--- config.mk ---
export PLATFORM = sky130hd
export DESIGN_NAME = dmem_lsu
export DESIGN_NICKNAME = d
export VERILOG_FILES = /design/src/rtl/dmem_pkg.sv /design/src/rtl/dmem_align.sv /design/src/rtl/dmem_lsu.sv
export SDC_FILE = /design/constraint.sdc
export NUM_CORES = 2
export LEC_CHECK = 0
export BUFFER_PORTS_ARGS = -buffer_cell sky130_fd_sc_hd__buf_2
export CAP_MARGIN = 10
export CELL_PAD_IN_SITES_DETAIL_PLACEMENT = 1
export CELL_PAD_IN_SITES_GLOBAL_PLACEMENT = 2
export CORE_ASPECT_RATIO = 0.7
export CORE_MARGIN = 2
export CORE_UTILIZATION = 40
export DETAILED_ROUTE_END_ITERATION = 10
export GPL_TIMING_DRIVEN = 1
export PLACE_DENSITY_LB_ADDON = 0.1
export SLEW_MARGIN = 10
export SYNTH_ARGS = -nofsm -noshare
export SYNTH_HDL_FRONTEND = slang
export SYNTH_SLANG_ARGS = --single-unit
export TNS_END_PERCENT = 5
--- constraint.sdc ---
create_clock -name clk -period 6 [get_ports clk]
set_input_delay 1.2 -clock clk [delete_from_list [all_inputs] [get_ports clk]]
set_output_delay 1.2 -clock clk [all_outputs]
set_load 0.05 [all_outputs]
--- src/rtl/dmem_pkg.sv ---
// dmem_pkg: funct3 codes, FSM state type and word width
// shared by dmem_lsu and its lane-steering helper dmem_align.
package dmem_pkg;

  localparam int WORD_W = 32;

  localparam logic [2:0] LB  = 3'b000;
  localparam logic [2:0] LH  = 3'b001;
  localparam logic [2:0] LW  = 3'b010;
  localparam logic [2:0] LBU = 3'b100;
  localparam logic [2:0] LHU = 3'b101;

  localparam logic [2:0] SB  = 3'b000;
  localparam logic [2:0] SH  = 3'b001;
  localparam logic [2:0] SW  = 3'b010;

  typedef enum logic [1:0] {
    IDLE,
    WAIT,
    RESP
  } state_t;

endpackage

--- src/rtl/dmem_align.sv ---
// dmem_align: combinational lane steering for dmem_lsu.
// in: we, funct3, off (addr[1:0]), wdata, rword (array word)
// out: be/wword (store lanes), ldata (formatted load), err.
// `define DMEM_MISALIGN_TRAP_EN to flag misaligned H/W accesses;
// otherwise low address bits are dropped to natural alignment.
module dmem_align
  import dmem_pkg::*;
(
  input  logic [2:0]        funct3,
  input  logic              we,
  input  logic [1:0]        off,
  input  logic [WORD_W-1:0] wdata,
  input  logic [WORD_W-1:0] rword,
  output logic [3:0]        be,
  output logic [WORD_W-1:0] wword,
  output logic [WORD_W-1:0] ldata,
  output logic              err
);

`ifdef DMEM_MISALIGN_TRAP_EN
  localparam bit TRAP = 1'b1;
`else
  localparam bit TRAP = 1'b0;
`endif

  logic        ill;
  logic        mis;
  logic [7:0]  byt;
  logic [15:0] hw;

  // Halves pick by off[1] only, which is the forced
  // alignment when misalignment is not trapped.
  assign byt = rword[{off, 3'b000} +: 8];
  assign hw  = off[1] ? rword[31:16] : rword[15:0];

  always_comb begin
    ill   = 1'b0;
    mis   = 1'b0;
    be    = '0;
    wword = '0;
    ldata = '0;
    if (we) begin
      unique case (funct3)
        SB: begin
          be    = 4'b0001 << off;
          wword = {4{wdata[7:0]}};
        end
        SH: begin
          mis   = off[0];
          be    = off[1] ? 4'b1100 : 4'b0011;
          wword = {2{wdata[15:0]}};
        end
        SW: begin
          mis   = |off;
          be    = 4'b1111;
          wword = wdata;
        end
        default: ill = 1'b1;
      endcase
    end else begin
      unique case (funct3)
        LB:  ldata = {{24{byt[7]}}, byt};
        LBU: ldata = {24'b0, byt};
        LH: begin
          mis   = off[0];
          ldata = {{16{hw[15]}}, hw};
        end
        LHU: begin
          mis   = off[0];
          ldata = {16'b0, hw};
        end
        LW: begin
          mis   = |off;
          ldata = rword;
        end
        default: ill = 1'b1;
      endcase
    end
    err = ill | (TRAP & mis);
    if (err) begin
      be    = '0;
      ldata = '0;
    end
  end

endmodule

--- src/rtl/dmem_lsu.sv ---
// dmem_lsu: word-array data memory with load/store unit.
// req_*: valid/ready request (we, addr, wdata, funct3);
// rsp_*: 1-cycle strobe with formatted rdata and err.
// Params ADDR_W (byte addr width), WAIT_STATES (0..7).
// Misalign handling follows DMEM_MISALIGN_TRAP_EN (dmem_align).
module dmem_lsu
  import dmem_pkg::*;
#(
  parameter int ADDR_W      = 9,
  parameter int WAIT_STATES = 0
) (
  input  logic              clk,
  input  logic              reset,
  input  logic              req_valid,
  output logic              req_ready,
  input  logic              req_we,
  input  logic [ADDR_W-1:0] req_addr,
  input  logic [31:0]       req_wdata,
  input  logic [2:0]        req_funct3,
  output logic              rsp_valid,
  output logic [31:0]       rsp_rdata,
  output logic              rsp_err
);

  localparam int DEPTH = 1 << (ADDR_W - 2);
  localparam logic [2:0] WS_LAST = 3'(WAIT_STATES - 1);

  state_t state;
  state_t nxt;
  logic [2:0] cnt;
  logic [2:0] cnt_nxt;

  logic              q_we;
  logic [ADDR_W-1:0] q_addr;
  logic [31:0]       q_wdata;
  logic [2:0]        q_f3;

  logic              e_we;
  logic [ADDR_W-1:0] e_addr;
  logic [31:0]       e_wdata;
  logic [2:0]        e_f3;

  logic [WORD_W-1:0] mem [DEPTH];
  logic [ADDR_W-3:0] idx;
  logic [WORD_W-1:0] rword;
  logic [3:0]        be;
  logic [WORD_W-1:0] wword;
  logic [WORD_W-1:0] ldata;
  logic              err;

  logic accept;
  logic go_resp;
  logic commit;
  logic [31:0] rdata_q;
  logic        err_q;

  assign req_ready = (state == IDLE);
  assign rsp_valid = (state == RESP);
  assign rsp_rdata = rdata_q;
  assign rsp_err   = err_q;
  assign accept    = req_ready & req_valid;

  // With no wait states the access happens on the accept
  // edge itself, so the live request is used in IDLE.
  assign e_we    = req_ready ? req_we     : q_we;
  assign e_addr  = req_ready ? req_addr   : q_addr;
  assign e_wdata = req_ready ? req_wdata  : q_wdata;
  assign e_f3    = req_ready ? req_funct3 : q_f3;

  assign idx    = e_addr[ADDR_W-1:2];
  assign rword  = mem[idx];
  // The array has no reset, so block writes while reset is high.
  assign commit = go_resp & ~reset;

  dmem_align u_align (
    .funct3 (e_f3),
    .we     (e_we),
    .off    (e_addr[1:0]),
    .wdata  (e_wdata),
    .rword  (rword),
    .be     (be),
    .wword  (wword),
    .ldata  (ldata),
    .err    (err)
  );

  always_comb begin
    nxt     = state;
    cnt_nxt = cnt;
    go_resp = 1'b0;
    unique case (state)
      IDLE: begin
        if (req_valid) begin
          if (WAIT_STATES == 0) begin
            nxt     = RESP;
            go_resp = 1'b1;
          end else begin
            nxt     = WAIT;
            cnt_nxt = '0;
          end
        end
      end
      WAIT: begin
        if (cnt == WS_LAST) begin
          nxt     = RESP;
          go_resp = 1'b1;
        end else begin
          cnt_nxt = cnt + 3'd1;
        end
      end
      RESP:    nxt = IDLE;
      default: nxt = IDLE;
    endcase
  end

  always_ff @(posedge clk or posedge reset) begin
    if (reset) begin
      state   <= IDLE;
      cnt     <= '0;
      q_we    <= 1'b0;
      q_addr  <= '0;
      q_wdata <= '0;
      q_f3    <= '0;
      rdata_q <= '0;
      err_q   <= 1'b0;
    end else begin
      state <= nxt;
      cnt   <= cnt_nxt;
      if (accept) begin
        q_we    <= req_we;
        q_addr  <= req_addr;
        q_wdata <= req_wdata;
        q_f3    <= req_funct3;
      end
      if (go_resp) begin
        rdata_q <= e_we ? '0 : ldata;
        err_q   <= err;
      end else if (state == RESP) begin
        rdata_q <= '0;
        err_q   <= 1'b0;
      end
    end
  end

  always_ff @(posedge clk) begin
    if (commit && e_we) begin
      for (int i = 0; i < 4; i++) begin
        if (be[i]) mem[idx][i*8 +: 8] <= wword[i*8 +: 8];
      end
    end
  end

endmodule
==> reports/results.tsv <==
stage	metric	value	unit
outcome	status	complete, but fails checks	
outcome	violations	max-capacitance violations	
synth	synth_flop_cell	edfxtp_1	
floorplan	fp.dieH	526.0	um
clock_tree	cts.repair.resized	0	
clock_tree	cts_root_buf	clkbuf_16	
placement	dp_hpwl	436900	um
routing	ant_nets	0	
global_route	grt_pass1_vias	99650	
power_and_ir_drop	leakagePower	0.05746	uW
synth	syn_inst	9503	
clock_tree	cts_buffers	411	
critical_path	max_stage_delay	0.93	ns
routing	drt-vias-per-instance	6.430	
timing	post-route-min-period	5.741	ns
global_route	grt_use_met2	45.82	%
global_route	grt_first_pass_wirelength	883200	um
clock_tree	clk_latency	1.00	ns
routing	wl_per_cell	40.99	um
critical_path	crit_path_max_fanout	51	
synth	ys_async_sr_fraction	1.892	%
global_route	grt-busiest-layer	met1	
critical_path	worstPathCellList	mux2_8, buf_12, buf_12, nand2_1, and3_1, o41ai_1, a41oi_1, or4_1, nor2_1, buf_4, o31ai_1, a21oi_1	
floorplan	core	387100	um^2
critical_path	rr_endpoint	rsp_rdata[17]	
timing	slew_violations	0	
worst_hold_path	min_path_type	input port to async pin	
final_layout	fillers	36880	
timing	hold_ws	0.3300	ns
global_route	grt-ovfl-total	0	
timing	clock_skew	0.07268	ns
clock_tree	cts_tree	yes	
global_route	gr-usage-met1	47.49	%
critical_path	cpLargestDelayFamily	compound AO/OA/AOI/OAI gates	
timing	setup_ws	0.2591	ns
timing	rsz0062_at_grt	false	
critical_path	crit_required	6.89	ns
routing	vias	103000	
critical_path	start_kind	register	
synth	synth_area	155700	um^2
critical_path	cp.arrival	6.63	ns
placement	post_dp_cell_area	170400	um^2
timing	setup_viol	0	
critical_path	cp.depth	12	
final_layout	syn_to_final_growth	18.04	%
power_and_ir_drop	power.density	349.8	nW/um^2
final_layout	nets	10560	
placement	port_buffers	82	
global_route	globalRouteMet3Util	9.612	%
placement	dpl_worst_slack	-0.1007	ns
floorplan	ios	83	
timing	hold_violations	0	
routing	drt_wl_total	656400	um
floorplan	initial_core_util	40.21	%
timing	setup_tns	0	ns
critical_path	cp-startpoint	state[1]	
timing	relSlewSlack	1.223	%
timing	fin_crit_sh	95.68	%
clock_tree	postCtsSetupRepairBufs	0	
critical_path	endpoint_kind	register	
power_and_ir_drop	max-vdd-ir-drop	0.2471	mV
synth	syn_nets	9551	
critical_path	setup.worst_path.class	register to register	
routing	first_pass_iters	8	
floorplan	rows	191	
timing	max_clock_freq	0.1742	GHz
clock_tree	cts.htree.levels	5	
global_route	grt_start_max_net_pins	129	
global_route	grt_usage	32.56	%
critical_path	reg2reg_depth	12	
clock_tree	ctsHoldBuffers	0	
final_layout	finalInstanceArea	183800	um^2
synth	yosysUniqueCellTypes	67	
critical_path	path_buf_inv	3	
synth	synth_edf_count	4096	
timing	tightest_slew	1.480	ns
critical_path	critPathCapture	rsp_rdata[17]	
routing	drt_iter0_markers	15450	
routing	drc	0	
clock_tree	clock-sinks	4175	
final_layout	layout-drive-gt1-share	18.15	%
floorplan	die_w	749.7	um
clock_tree	clkTransAtPathRegs	0.07	ns
synth	yosysWarnings	0	
critical_path	r2r_start	state[1]	
synth	syn_avg_cell_area	16.38	um^2
flow_run	maxCapViolations	1	
synth	ys_seq_area_share	80.27	%
critical_path	slowest_stage	or4_1	
clock_tree	cts.path.max_buffers	4	
synth	ys_seq_elements	4175	
critical_path	rrSetupSlack	0.26	ns
placement	place_congestion	0.9264	
critical_path	cpMostUsedCell	buf_12	
floorplan	dieArea	394300	um^2
global_route	antenna_found_initial	68	
power_and_ir_drop	finalPower	64290	uW
==> cells in the mapped netlist (37+ instances only) <==
cell | count | share of area, %
edfxtp_1 | 4096 | 79
buf_2 | 362 | 1.2
a31oi_1 | 68 | 0.27
o41ai_1 | 350 | 2.0
nand3_1 | 145 | 0.47
a21oi_1 | 41 | 0.13
a32oi_1 | 65 | 0.37
a41oi_1 | 60 | 0.34
nor3_1 | 37 | 0.12
buf_4 | 68 | 0.33
clkbuf_1 | 192 | 0.46
a32o_1 | 53 | 0.34
o31ai_1 | 68 | 0.33
and3_1 | 98 | 0.39
dfrtp_1 | 79 | 1.3
mux2i_1 | 136 | 0.87
nand2_1 | 1032 | 2.5
nor2_1 | 594 | 1.4
o22ai_1 | 1595 | 6.4
==> layer usage <==
| metal | vias up | routed length (um) |
|---|---|---|
| met5 | - | 263 |
| met2 | 5768 | 276200 |
| met4 | 22 | 28270 |
| met3 | 1018 | 74080 |
| li1 | 40880 | - |
| met1 | 55290 | 277500 |
==> how the worst min path moves through the flow <==
stage	endpoint	cells after the start	slack (ns)
after detailed placement	q_wdata[7]	2	0.46
after global placement	q_wdata[26]	2	0.45
final	state[1]	2	0.33
after floorplan	q_wdata[10]	2	0.44
after CTS	state[1]	2	0.32
after global routing	state[1]	2	0.38
==> state kept, by name, indices dropped and copies added, names as in the netlist <==
| signal | cells |
|---|---|
| mem | 4096 |
| q_addr | 9 |
| q_f3 | 3 |
| q_wdata | 32 |
| q_we | 1 |
| rsp_err | 1 |
| rsp_rdata | 32 |
| state | 1 |
==> cells in the final DEF, fill, tap and decap left out, types with 23 or more instances in the layout <==
cell type  Yosys  final
dfrtp_1       79     78
bufinv_16      0     43
nor2_4         0     30
o22ai_1     1595   1587
nand2_1     1032   1028
nor2_1       594    558
clkinv_2       0     73
buf_12         0    138
buf_2        362     82
nor4_1        31     29
nand3_1      145    145
a21oi_1       41     38
buf_4         68   1046
diode_2        0     61
edfxtp_1    4096   4096
o221ai_1      26     26
o31ai_1       68     67
nor3_1        37     35
a32oi_1       65     64
a31oi_1       68     68
mux2_2        28     28
clkbuf_16      0    420
clkbuf_1     192     77
a32o_1        53     52
clkinv_1       0     94
or4_1         23     23
mux2i_1      136    133
nand4_1       31     31
o41ai_1      350    346
a41oi_1       60     60
and3_1        98     98
==> kinds of logic (layout without fill, tap and decap cells) <==
group,after synthesis,count (layout),share of synthesized area [%]
AOI/OAI and AO/OA,2451,2451,10.96
and+or+nand+nor,2035,2035,5.483
muxes,166,166,1.101
other,0,61,0
buffers and inverters,675,2011,2.174
xor gates and xnor gates,1,1,0.005627
DFF,4175,4175,80.27
==> final cells by class <==
type                            instances  area, um^2  area share [%]
Tap cell                             5114        6399           3.482
Inverter                                3       12.51        0.006808
Multi-Input combinational cell       4653       27990           15.23
Clock inverter                        241        2365           1.287
Sequential cell                      4175      125000           68.00
Antenna cell                           61       152.6         0.08306
Timing Repair Buffer                 1268       11060           6.016
Clock buffer                          499       10830           5.891
==> worst register-to-register path, stage by stage, from the launching register on <==
cell     delay (ns)
dfrtp_4        0.85
mux2_8         0.84
buf_12         0.36
buf_12         0.27
nand2_1        0.08
and3_1         0.17
o41ai_1        0.86
a41oi_1        0.54
or4_1          0.94
nor2_1         0.35
buf_4          0.17
o31ai_1        0.07
a21oi_1        0.13
==> through the flow <==
step / std cells / util (%)
floorplan: 9503 / -
global placement: 15210 / 44.01
detailed placement: 15210 / 44.02
CTS: 15950 / 47.43
global route: 15970 / 47.44
finish: 16010 / 47.47
==> report_power, final <==
part	switching [uW]	internal [uW]
combinational	4350	1450
clock	11500	14700
sequential	73.9	32300
Note: power is estimated with default switching activity, not from simulation.
